===== config.mk =====
export PLATFORM = sky130hd
export DESIGN_NAME = inst_encoder
export DESIGN_NICKNAME = d
export VERILOG_FILES = /design/src/rtl/inst_encoder.sv
export SDC_FILE = /design/constraint.sdc
export NUM_CORES = 1
export LEC_CHECK = 0
export ABC_AREA = 1
export CAP_MARGIN = 10
export CORE_ASPECT_RATIO = 1.5
export CORE_MARGIN = 10
export CORE_UTILIZATION = 55
export CTS_BUF_LIST = sky130_fd_sc_hd__clkbuf_16
export DETAILED_ROUTE_END_ITERATION = 8
export PLACE_DENSITY = 0.82
export SLEW_MARGIN = 20
export SYNTH_ARGS = -nofsm -noshare
export SYNTH_HDL_FRONTEND = slang
export SYNTH_SLANG_ARGS = --single-unit

===== constraint.sdc =====
create_clock -name clk -period 7.1 [get_ports clk]
set_clock_uncertainty 0.2 [all_clocks]
set_input_delay 1.42 -clock clk [delete_from_list [all_inputs] [get_ports clk]]
set_output_delay 1.42 -clock clk [all_outputs]
set_load 0.01 [all_outputs]

===== src/rtl/inst_encoder.sv =====
// Encodes RV32 I/S/B instructions from field inputs and queues the results in a
// small FIFO; out-of-range immediates become a NOP entry flagged as an error.
module inst_encoder #(
    parameter int DEPTH = 4
) (
    input  logic                     clk,
    input  logic                     rst_n,
    input  logic                     in_valid,
    output logic                     in_ready,
    input  logic [1:0]               in_fmt,
    input  logic [4:0]               in_rd,
    input  logic [4:0]               in_rs1,
    input  logic [4:0]               in_rs2,
    input  logic [2:0]               in_funct3,
    input  logic [31:0]              in_imm,
    output logic                     out_valid,
    input  logic                     out_ready,
    output logic [31:0]              out_inst,
    output logic                     out_err,
    output logic [$clog2(DEPTH):0]   count,
    output logic [7:0]               err_cnt
);

    localparam int AW = $clog2(DEPTH);
    localparam int CW = AW + 1;
    localparam logic [31:0] NOP_INST = 32'h0000_0013;

    logic [32:0]   r_mem [DEPTH];
    logic [AW-1:0] r_wr_ptr;
    logic [AW-1:0] r_rd_ptr;
    logic [CW-1:0] r_count;
    logic [7:0]    r_err_cnt;
    logic          r_rdy_en;

    logic          w_push;
    logic          w_pop;
    logic          w_err;
    logic [31:0]   w_inst;
    logic [32:0]   w_head;

    always_comb begin
        w_inst = '0;
        w_err  = 1'b0;
        unique case (in_fmt)
            2'b00: begin
                w_inst = {in_imm[11:0], in_rs1, in_funct3, in_rd, 7'b0000011};
                w_err  = ($signed(in_imm) < -32'sd2048) || ($signed(in_imm) > 32'sd2047);
            end
            2'b01: begin
                w_inst = {in_imm[11:0], in_rs1, in_funct3, in_rd, 7'b0010011};
                w_err  = ($signed(in_imm) < -32'sd2048) || ($signed(in_imm) > 32'sd2047);
            end
            2'b10: begin
                w_inst = {in_imm[11:5], in_rs2, in_rs1, in_funct3, in_imm[4:0], 7'b0100011};
                w_err  = ($signed(in_imm) < -32'sd2048) || ($signed(in_imm) > 32'sd2047);
            end
            default: begin
                w_inst = {in_imm[12], in_imm[10:5], in_rs2, in_rs1, in_funct3,
                          in_imm[4:1], in_imm[11], 7'b1100011};
                w_err  = ($signed(in_imm) < -32'sd4096) || ($signed(in_imm) > 32'sd4094)
                         || in_imm[0];
            end
        endcase
        if (w_err) begin
            w_inst = NOP_INST;
        end
    end

    // in_ready stays low until the first clock after reset release
    assign in_ready  = r_rdy_en && (r_count < CW'(DEPTH));
    assign out_valid = (r_count != '0);
    assign w_push    = in_valid && in_ready;
    assign w_pop     = out_valid && out_ready;
    assign w_head    = r_mem[r_rd_ptr];
    assign out_inst  = out_valid ? w_head[31:0] : '0;
    assign out_err   = out_valid ? w_head[32] : 1'b0;
    assign count     = r_count;
    assign err_cnt   = r_err_cnt;

    always_ff @(posedge clk) begin
        if (w_push) begin
            r_mem[r_wr_ptr] <= {w_err, w_inst};
        end
    end

    always_ff @(posedge clk or negedge rst_n) begin
        if (!rst_n) begin
            r_wr_ptr  <= '0;
            r_rd_ptr  <= '0;
            r_count   <= '0;
            r_err_cnt <= '0;
            r_rdy_en  <= 1'b0;
        end else begin
            r_rdy_en <= 1'b1;
            if (w_push) begin
                r_wr_ptr <= r_wr_ptr + AW'(1);
            end
            if (w_pop) begin
                r_rd_ptr <= r_rd_ptr + AW'(1);
            end
            if (w_push && !w_pop) begin
                r_count <= r_count + CW'(1);
            end else if (w_pop && !w_push) begin
                r_count <= r_count - CW'(1);
            end
            if (w_push && w_err && (r_err_cnt != 8'hFF)) begin
                r_err_cnt <= r_err_cnt + 8'd1;
            end
        end
    end

endmodule


=== After elaboration in Yosys (flattened, before gate mapping) ===
Memory sizes are Yosys's and may differ from the RTL's.
Cells that the tools add are included.

* Register bits: 16
* Memory bits (writable): 132
* Logic and storage cells: 44
* Memories: 1

* Add/subtract/negate cells: 5
* Order comparisons: 5
* Equality and inequality tests: 3
* Mux-type cells: 9
* Reductions and logical operators: 16

{| class="wikitable"
|+ Memory list
! name !! depth !! bits a word !! read ports !! clocked after memory_dff !! write ports !! RTL line !! RTL
|-
| r_mem || 4 || 33 || 1 || 0 || 1 || 28 || <nowiki>logic [32:0] r_mem [DEPTH];</nowiki>
|}

{| class="wikitable"
|+ Operator list
! cell !! number
|-
| 32-bit case mux with 3 select lines || 1
|-
| 32-bit 2-to-1 mux || 2
|-
| 32-bit by 12-bit greater-than comparator with 1-bit output, second input constant || 1
|-
| 32-bit by 13-bit greater-than comparator with 1-bit output, second input constant || 1
|-
| 32-bit by 12-bit less-than comparator with 1-bit output, second input constant || 1
|-
| 32-bit by 13-bit less-than comparator with 1-bit output, second input constant || 1
|-
| 8-bit by 1-bit adder with 8-bit output, second input constant || 1
|-
| 8-bit != test, second input constant || 1
|-
| 1-bit logical AND || 7
|-
| 3-bit 2-to-1 mux || 2
|-
| 2-bit by 1-bit adder with 2-bit output, second input constant || 2
|-
| 1-bit 2-to-1 mux || 4
|-
| 3-bit by 1-bit adder with 3-bit output, second input constant || 1
|-
| 1-bit logical OR || 3
|-
| 3-bit less-than comparator, second input constant || 1
|-
| 3-bit nonzero test || 1
|-
| 3-bit OR reduction || 1
|-
| 3-bit by 1-bit subtractor with 3-bit output, second input constant || 1
|-
| 2-bit by 1-bit equality test with 1-bit output, second input constant || 1
|-
| 2-bit equality test, second input constant || 1
|-
| 1-bit zero test || 2
|-
| 2-bit zero test || 1
|-
| 2-bit nonzero test || 1
|}

=== Logic depth before layout (Yosys ltp) ===
* Depth after elaboration: 7
* Depth in mapped cells: 12
* Gate-level depth less buffers: 11

=== Least setup slack after synthesis ===
OpenSTA, ideal clock, no wires.

* Kind: input to register
* Start point: input port in_valid
* End point: memory r_mem[0][10] (enable)
* Setup time: 415 ps
* Arrival time: 2772 ps
* Required time: 6485 ps
* Path slack: 3713 ps
* Stages on the path: 2
* Path buffers: 0
* Path through: nand2_2 > nor2_1

* Word-level cells in the longest chain between the ends: 3

{| class="wikitable"
|+ RTL lines
! item !! RTL line !! RTL
|-
| start: declaration || 8 || <nowiki>input logic in_valid,</nowiki>
|-
| 1-bit logical AND || 72 || <nowiki>assign w_push = in_valid && in_ready;</nowiki>
|-
| 1-bit 2-to-1 mux || 81 || <nowiki>if (w_push) begin</nowiki>
|-
| 1-bit 2-to-1 mux (not written as such) || 82 || <nowiki>r_mem[r_wr_ptr] <= {w_err, w_inst};</nowiki>
|-
| end: declaration || 28 ||
|}

Every way passes these cells.

=== Worst setup path after layout ===
* Start point: register r_rd_ptr[0]
* End point: output port out_inst[22]

* Word-level cells in the longest chain between the ends: 2

{| class="wikitable"
|+ RTL lines
! item !! RTL line !! RTL
|-
| start: declaration || 30 || <nowiki>logic [AW-1:0] r_rd_ptr;</nowiki>
|-
| start signal: assignment || 99 || <nowiki>r_rd_ptr <= r_rd_ptr + AW'(1);</nowiki>
|-
| memory 4 x 33 bit || - ||
|-
| 32-bit 2-to-1 mux || 75 || <nowiki>assign out_inst = out_valid ? w_head[31:0] : '0;</nowiki>
|-
| end: declaration || 18 || <nowiki>output logic [31:0] out_inst,</nowiki>
|}

Every way passes these cells.

==> summary.md <==
| Metric | Value |
|---|---|
| Max IR drop VDD | 0.231 mV |
| P_leak | 2.89 nW |
| Number of non-filler instances in the completed layout | 835 |
| Crit end category | output pin |
| First DRT Iteration DRCs | 221 |
| Final period utilization | 0.676 |
| Post-synth top area share | 0.581 |
| Worst Max-Slew Pin Slew | 1090 ps |
| Initial core utilization | 0.563 |
| Final TNS setup | 0 ps |
| Crit path required time | 5480 ps |
| Fin. Hold Viols | 0 |
| CP top delay family | buffers and inverters |
| Detailed placement HPWL | 9490 um |
| Antenna diodes | 0 |
| Cells after Synth | 584 |
| Drt wl/cell | 17.3 um |
| Post-cts resize count | 0 |
| Post-Syn Area | 0.00600 sq mm |
| Via-to-Cell Ratio | 5.39 |
| Worst EP arrival | 3180 ps |
| Sequential element share of the synthesized area | 0.648 |
| Post-detailed-route count of antenna-violating nets | 0 |
| Netlist cell types | 30 |
| Slew HR | 0.274 |
| Average cell area after synthesis | 10.3 sq um |
| Max-Cap Viols | 0 |
| CP max FO | 60 |
| Root buffer cell | clkbuf_16 |
| Largest area contributor in the netlist | edfxtp_1 |
| Sink Count | 132 |
| Gpl congestion | 0.836 |
| Htree depth | 4 |
| Slew Viols, Final | 0 |
| Gr usage total | 0.185 |
| Met3 Wirelength | 1180 um |
| TritonCTS Buffers | 17 |
| First-pass GRT wire length | 22800 um |
| WL met2 | 7460 um |
| Chip Width | 105 um |
| Final Net Count | 741 |
| Port bufs | 99 |
| Max Fclk | 0.208 GHz |
| Setup CP Type | flip-flop to output pin |
| Pre-Repair DR Iteration Count | 4 |
| Crit start category | flip-flop |
| Hold Crit Class | flip-flop to flip-flop |
| Critical-path cell list | inv_2, o21ai_0, a21oi_1, clkdlybuf4s50_1 |
| TritonCTS clock tree | built |
| Core area | 0.0106 sq mm |
| Via count of the first global-routing pass | 4681 |
| Total gr overflow | 0 |
| Filler cell count | 771 |
| Via count | 4501 |
| RSZ-0062 raised after global routing | false |
| DR top layer | met4 |
| Initial antenna violation count | 0 |
| Buffers & Inverters on Critical Path | 2 |
| Slowest CP cell | dfrtp_2 |
| Area contributors post-synth | edfxtp_1, nor2_1, dfrtp_1 |
| Final min period | 4800 ps |
| Maximum number of pins on one net before global-route repair | 61 |
| Reg area | 0.00388 sq mm |
| Wl on met1 | 5410 um |
| Pwr Density | 372 mW/mm^2 |
| # IOs | 102 |
| Final wirelength | 14500 um |
| Critical path's largest stage delay | 1070 ps |
| Seq cells post-synth | 132 |
| Yosys Warn Count | 0 |
| Die height | 148 um |
| Layout cells sized above 1 | 0.0926 |
| Number of remaining DRC errors | 0 |
| Clock tree buffer depth | 2 |
| Clock Latency Late Sink | 420 ps |
| Clk slew on worst S/H paths | 60 ps |
| Die Footprint | 0.0156 sq mm |
| Multi-input logic area | 0.00181 sq mm |
| Final setup viols | 0 |
| Number of cell rows | 46 |
| Status | completed |
| # placed instances | 803 |
| Post-CTS Setup Bufs | 0 |
| Layout area overhead | 26.6% |
| Hold_buf cts | 0 |
-- layout make-up --
| cell class | count | share of cell area |
|---|---|---|
| multi-input cells | 381 | 0.239 |
| clock buffers | 17 | 0.0560 |
| inverters | 41 | 0.0206 |
| flip-flops and latches | 132 | 0.512 |
| repair buffers | 105 | 0.136 |
| clock inverters | 15 | 0.0130 |
| well taps | 144 | 0.0237 |
-- stage by stage --
| stage | utilization | instance area (sq um) | setup WS (ps) | power [mW] | hold slack [ps] |
|---|---|---|---|---|---|
| after floorplan | - | 6000 | 3710 | 1.56 | 341 |
| after detailed placement | 0.664 | 7070 | 2770 | 2.08 | 326 |
| after global placement | 0.664 | 7070 | 2920 | 2.04 | 308 |
| final | 0.713 | 7590 | 2300 | 2.83 | 350 |
| after global routing | 0.713 | 7590 | 2110 | 2.98 | 373 |
| after CTS | 0.713 | 7590 | 2320 | 2.85 | 343 |
-- logic make-up after synthesis --
logic type | share of synthesized area
buf+inv | 0.0534
simple gates | 0.179
mux | 0.00188
fa+ha+maj | 0.0159
xor+xnor | 0.0146
compound gates | 0.0866
other cells | 0.00125
flops | 0.648
-- final timing paths --
path,slack (ps),from,end,depth (start not counted)
min in group asynchronous,1250,rst_n,err_cnt[4],1
setup reg to reg,4310,count[0],count[2],10
hold reg to reg,350,err_cnt[1],err_cnt[1],2
max in group asynchronous,4920,rst_n,r_rd_ptr[0],1
setup / recovery,2300,r_rd_ptr[0],out_inst[22],4
hold / removal,350,err_cnt[1],err_cnt[1],2
-- power by group --
part | internal [mW] | switching [mW] | leakage [nW] | total (mW)
clock | 0.447 | 0.326 | 0.271 | 0.773
sequential | 0.923 | 0.0993 | 1.27 | 1.02
combinational | 0.485 | 0.547 | 1.35 | 1.03
total | 1.86 | 0.972 | 2.89 | 2.83
-- worst register-to-register path, stage by stage, from the launching register on --
cell	delay, ps
dfrtp_1	450
nor3_2	200
buf_4	390
inv_1	200
nand2_1	190
ha_1	180
inv_1	70
fa_1	390
a21oi_1	140
o21ai_0	120
xnor2_1	140
-- cell usage in the layout, fill, tap and decap left out, drive strengths merged --
cell type      synthesis  layout
ha                     6       6
fa                     1       1
inv                   41      52
and2                   3       3
nor2                 175     175
nand4                 11      11
nand2                 60      60
a21oi                 32      32
xnor2                  4       4
mux2                   1       1
nand3                  5       5
dfrtp                 16      16
buf                   17       6
o221ai                 1       1
xor2                   6       6
clkdlybuf4s50          0      99
clkbuf                14      17
clkinv                 0       3
edfxtp               116     116
clkinvlp               0       1
nor3                   3       3
o21ai                 70      70
conb                   2       3
-- synthesized netlist by cell type --
master and instances:
and2_0 1, inv_4 1, mux2_2 1, buf_6 3, nand3_1 4, nor3_1 3
inv_2 1, conb_1 2, buf_1 2, xnor2_1 4, nand4_1 11, xor2_1 6
buf_2 8, nor2_2 11, nand2_4 2, inv_1 39, o21ai_0 70, dfrtp_1 16
fa_1 1, a21oi_1 32, nand3_4 1, and2_1 2, nand2_2 3, buf_4 4
nor2_1 164, nand2_1 55, ha_1 6, clkbuf_1 14, o221ai_1 1, edfxtp_1 116
-- sequential cells by signal, indices dropped and copies added (netlist names) --
name / count
r_mem: 116
r_wr_ptr: 2
count: 3
r_rdy_en: 1
r_rd_ptr: 2
err_cnt: 8
-- routing by layer --
| layer | up-vias | track usage |
|---|---|---|
| met1 | 2130 | 0.186 |
| met3 | 31 | 0.0696 |
| li1 | 2151 | - |
| met2 | 189 | 0.331 |
| met4 | 0 | 0.0833 |
| met5 | - | 0 |
Power figures use the tool's default switching activity.
